[config.mk]
export PLATFORM = sky130hd
export DESIGN_NAME = bsg_blackparrot_mem_striper
export DESIGN_NICKNAME = d
export VERILOG_FILES = /design/src/rtl/bsg_blackparrot_mem_striper.sv
export SDC_FILE = /design/constraint.sdc
export NUM_CORES = 1
export LEC_CHECK = 0
export CELL_PAD_IN_SITES_DETAIL_PLACEMENT = 0
export CELL_PAD_IN_SITES_GLOBAL_PLACEMENT = 1
export CORE_AREA = 2 2 320 322
export DETAILED_ROUTE_END_ITERATION = 10
export DIE_AREA = 0 0 322 324
export PLACE_DENSITY = 0.36
export SYNTH_ARGS = -nofsm -noshare
export SYNTH_HDL_FRONTEND = slang
export SYNTH_SLANG_ARGS = --single-unit
[constraint.sdc]
create_clock -name clk_i -period 2.78 [get_ports clk_i]
set_input_delay 0.278 -clock clk_i [delete_from_list [all_inputs] [get_ports clk_i]]
set_output_delay 0.278 -clock clk_i [all_outputs]
set_load 0.005 [all_outputs]
[src/rtl/bsg_blackparrot_mem_striper.sv]
// N-channel memory-command striper: picks a downstream channel from physical-address bits
// and returns responses to the core in strict command order.
// Latency: 0 cycles on both the command and response paths; the order queue and counter update on the next clk_i edge.
// Backpressure: commands stall when the order queue is full, when fence_i is high, or when the selected channel is not ready.
//               A response from a channel that is not at the head of the queue is held until that channel reaches the head.
// Ports: core side     cmd_i/cmd_addr_i/cmd_v_i/cmd_ready_and_o, resp_o/resp_v_o/resp_yumi_i
//        channel side  chan_cmd_o/chan_cmd_v_o/chan_cmd_ready_and_i, chan_resp_i/chan_resp_v_i/chan_resp_yumi_o
//        control       fence_i, outstanding_o, idle_o
module bsg_blackparrot_mem_striper #(
    parameter int num_channels_p    = 2,
    parameter int cmd_width_p       = 128,
    parameter int resp_width_p      = 128,
    parameter int paddr_width_p     = 40,
    parameter int stripe_lsb_p      = 6,
    parameter int max_outstanding_p = 8
) (
    input  logic                                           clk_i,
    input  logic                                           reset_n_i,
    input  logic [cmd_width_p-1:0]                         cmd_i,
    input  logic [paddr_width_p-1:0]                       cmd_addr_i,
    input  logic                                           cmd_v_i,
    output logic                                           cmd_ready_and_o,
    output logic [resp_width_p-1:0]                        resp_o,
    output logic                                           resp_v_o,
    input  logic                                           resp_yumi_i,
    output logic [num_channels_p-1:0][cmd_width_p-1:0]     chan_cmd_o,
    output logic [num_channels_p-1:0]                      chan_cmd_v_o,
    input  logic [num_channels_p-1:0]                      chan_cmd_ready_and_i,
    input  logic [num_channels_p-1:0][resp_width_p-1:0]    chan_resp_i,
    input  logic [num_channels_p-1:0]                      chan_resp_v_i,
    output logic [num_channels_p-1:0]                      chan_resp_yumi_o,
    input  logic                                           fence_i,
    output logic [$clog2(max_outstanding_p+1)-1:0]         outstanding_o,
    output logic                                           idle_o
);

    localparam int sel_w = (num_channels_p > 1) ? $clog2(num_channels_p) : 1;
    localparam int ptr_w = (max_outstanding_p > 1) ? $clog2(max_outstanding_p) : 1;
    localparam int cnt_w = $clog2(max_outstanding_p + 1);

    logic [sel_w-1:0] sel;
    logic [sel_w-1:0] head;
    logic [sel_w-1:0] order_q [max_outstanding_p];
    logic [ptr_w-1:0] wr_ptr;
    logic [ptr_w-1:0] rd_ptr;
    logic [cnt_w-1:0] count;
    logic             full;
    logic             empty;
    logic             cmd_open;
    logic             acc;
    logic             pop;
    logic             unused_addr_bits;

    // Only the stripe field of the address is significant here.
    assign unused_addr_bits = ^cmd_addr_i;

    generate
        if (num_channels_p > 1) begin : g_sel_multi
            assign sel = cmd_addr_i[stripe_lsb_p +: sel_w];
        end else begin : g_sel_single
            assign sel = '0;
        end
    endgenerate

    function automatic logic [ptr_w-1:0] ptr_next(input logic [ptr_w-1:0] p);
        // Explicit wrap, so a depth that is not a power of two still works.
        return (p == ptr_w'(max_outstanding_p - 1)) ? '0 : p + ptr_w'(1);
    endfunction

    // full is taken from the registered count only, so a pop in the same cycle cannot open a slot.
    assign full  = (count == cnt_w'(max_outstanding_p));
    assign empty = (count == '0);
    assign head  = order_q[rd_ptr];

    // Gating with reset_n_i holds every handshake output low while reset is asserted.
    assign cmd_open        = reset_n_i & ~full & ~fence_i;
    assign cmd_ready_and_o = cmd_open & chan_cmd_ready_and_i[sel];
    assign acc             = cmd_v_i & cmd_ready_and_o;
    assign chan_cmd_o      = {num_channels_p{cmd_i}};

    always_comb begin
        chan_cmd_v_o      = '0;
        chan_cmd_v_o[sel] = cmd_v_i & cmd_open;
    end

    assign resp_v_o = reset_n_i & ~empty & chan_resp_v_i[head];
    assign resp_o   = chan_resp_i[head];
    // A yumi without a valid response is ignored rather than allowed to corrupt the queue.
    assign pop      = resp_yumi_i & resp_v_o;

    always_comb begin
        chan_resp_yumi_o       = '0;
        chan_resp_yumi_o[head] = pop;
    end

    always_ff @(posedge clk_i) begin
        if (!reset_n_i) begin
            wr_ptr <= '0;
            rd_ptr <= '0;
            count  <= '0;
        end else begin
            if (acc) wr_ptr <= ptr_next(wr_ptr);
            if (pop) rd_ptr <= ptr_next(rd_ptr);
            case ({acc, pop})
                2'b10:   count <= count + cnt_w'(1);
                2'b01:   count <= count - cnt_w'(1);
                default: count <= count;
            endcase
        end
    end

    // Order-queue storage does not need a reset: entries are read only while count is nonzero.
    always_ff @(posedge clk_i) begin
        if (acc) order_q[wr_ptr] <= sel;
    end

    assign outstanding_o = count;
    assign idle_o        = empty;

endmodule

==> qor.txt <==
pre-CTS WS - -0.150 ns
die height - 324 µm
Max Cap Viol - 0
routed via count - 4193
worst skew pair latency - 0.25 ns
Vias/cell - 2.10
leak pwr - 3.26 nW
post-placement cell count - 1962
PortBufs - 404
Core ar. - 101000 µm²
Final HPWL DP - 23100 µm
Reg power frac - 0.215
GR Util All Layers - 0.0469
Comb power frac - 0.586
hold path startpoint - rd_ptr[2]
Syn. warnings - 0
H-tree Lvls - 1
sequential fraction of the synthesis area - 0.110
largest net degree at the start of global routing - 23
crit path DAT - 3.05 ns
slowest stage delay, CP - 0.53 ns
syn_area_per_cell - 9.10 µm²
Clk network pwr share - 0.199
CTS sink cnt - 21
Max-slew headroom - 0.799
Worst setup SP type - register
overall power - 1.50 mW
Slew @ Worst Pin - 0.293 ns
Worst Path Max Fanout - 5
Placer Congestion - 0.655
Initial Utilization - 0.0450
layout cells sized above 1 - 0.383
post-synthesis cell count - 499
Fin. Hold Viols - 0
Fmax - 0.349 GHz
Die W - 322 µm
setup ws final - -0.0829 ns
final period utilization - 1.03
Largest delay share family, worst path - multiplexers
CTS tree - built
Cell Rows - 117
Pins Over Slew Limit - 0
DR pass1 iterations - 4
Nets - 1130
CP Capture Type - register
power density cells - 166 nW/µm²
antenna violations before repair - 6
Hold Crit Class - register to register
peak supply drop - 0.147 mV
Sw Pwr - 368 µW
status - finished, violations left
Hold WS - 0.496 ns
failing checks - negative setup slack
Syn Nets - 939
Antenna Violating Nets Remaining - 0
switching part of the total power - 0.245
Synth Cell Area - 4540 µm²
Crit-path slowest cell - mux4_2
final core occ - 0.0898
Worst EP required - 2.96 ns
n_diodes - 0
Initial DRC Count - 65
area overhead of the layout relative to synthesis - 99.8%
Yosys cell types - 31
RSZ-0062 raised after global routing - true
Fillers - 11.7k
Worst Path Buf+Inv - 2
global route overflow - 0
internal power - 1.13 mW
Final min period - 2.86 ns
CTS root buf - clkbuf_16
critical path cell sequence - mux4_2 -> mux2i_4 -> buf_6 -> buf_6 -> mux2i_4 -> nor2b_4 -> ha_4 -> xor2_2 -> ha_2 -> a21oi_2 -> xor2_1 -> or3_1 -> a21boi_1
Boundary Pins - 828
Clock Skews - 0.00190 ns
Yosys reg bits - 21
CTS Buf Count - 3
wire per inst - 14.3 µm
clock buffer depth - 2
first-pass GRT wire length - 33700 µm
# DRC - 0
Setup violations, final - 2
final non-filler cell total - 1998
DRT Wirelength - 28700 µm
Die Footprint - 104000 µm²
clock-pin slew on the worst setup and hold paths - 0.06 ns
worst setup path class - register to register
vias in the first global route - 4434
## tightest hold or removal path, delay by kind of cell (launching register included)
kind             cells  cell delay (ns)
flip-flops           1             0.31
multiplexers         1             0.07
AND/OR/NAND/NOR      1             0.05
## routing by layer
| metal | wire (µm) | up-vias | global-route usage |
|---|---|---|---|
| met5 | 312 | - | 0.0213 |
| met4 | 540 | 8 | 0.0103 |
| met3 | 5610 | 42 | 0.0411 |
| met2 | 12900 | 518 | 0.0760 |
| met1 | 9280 | 1820 | 0.0430 |
| li1 | - | 1805 | - |
## synth_stat cells (all sizes together)
cell    number  area [µm²]
or4          1        7.51
a21boi       3        22.5
o21ai        3        15.0
or3          4        25.0
nor2b        4        25.0
nor2        12        45.0
xor2         2        17.5
and2         1        6.26
mux2       128        1440
clkbuf       1        3.75
edfxtp       8         240
ha           7        87.6
inv          3        11.3
a21oi        2        10.0
or4b         1        10.0
nor3         2        10.0
nand4b       2        17.5
nand2        9        33.8
xnor2        1        8.76
nand2b       2        12.5
o22a         1        8.76
mux2i        9         103
buf        272        2030
nor4bb       1        10.0
and3         2        12.5
nand3b       2        15.0
or3b         1        8.76
mux4         2        45.0
dfxtp       13         260
## cells by family after synthesis
logic type      share of synthesized area
compound gates                     0.0124
xor+xnor                          0.00579
fa+ha+maj                          0.0193
buf+inv                             0.450
flops                               0.110
mux                                 0.350
simple gates                       0.0526
## power groups by stage
stage	clock, mW	combinational [mW]	sequential [mW]
3_5_place_dp	0	0.882	0.330
3_3_place_gp	0	0.888	0.330
5_1_grt	0.323	0.941	0.323
6_report	0.298	0.880	0.323
4_1_cts	0.311	0.883	0.323
2_1_floorplan	0	0.481	0.330
## repair_timing
action / CTS / global route
gates cloned: 8 / 4
hold buffers: 0 / 0
setup endpoints to repair: 131 / 63
buffers inserted: 23 / 1
resized for setup: 272 / 120
pin swaps: 3 / 3
## worst paths after layout
check                      to  slack, ns  cells past startpoint
max          outstanding_o[2]      -0.08                     13
min                 rd_ptr[2]       0.50                      2
max reg2reg  outstanding_o[2]      -0.08                     13
min reg2reg         rd_ptr[2]       0.50                      2
## cell usage in the layout (no fill, tap or decap), drive strengths merged, types with 3 or more instances in the layout
cell type and count:
ha 7, mux2i 9, clkdlybuf4s50 275, dlygate4sd2 37, nand2 9, nor2 12, o21ai 3, clkdlybuf4s15 28
edfxtp 8, clkbuf 46, buf 75, or3 4, a21boi 3, mux2 128, inv 3, dfxtp 13
nor2b 4
## through the flow
stage          instance area, µm²  TNS [ns]
4_1_cts                      9020    -0.742
3_5_place_dp                 8430     -2.37
3_3_place_gp                 8430     -1.07
6_report                     9070    -0.152
5_1_grt                      9070    -0.895
2_1_floorplan                4540         0
## layout make-up
type / instances / area (µm²) / area share
Inverter: 3 / 11.3 / 0.00124
Tap cell: 1309 / 1640 / 0.181
Timing Repair Buffer: 459 / 4630 / 0.510
Sequential cell: 21 / 502 / 0.0553
Clock inverter: 1 / 5.00 / 0.000552
Clock buffer: 3 / 75.1 / 0.00827
Multi-Input combinational cell: 202 / 2210 / 0.244
No activity file was read; power rests on OpenSTA's default activity.
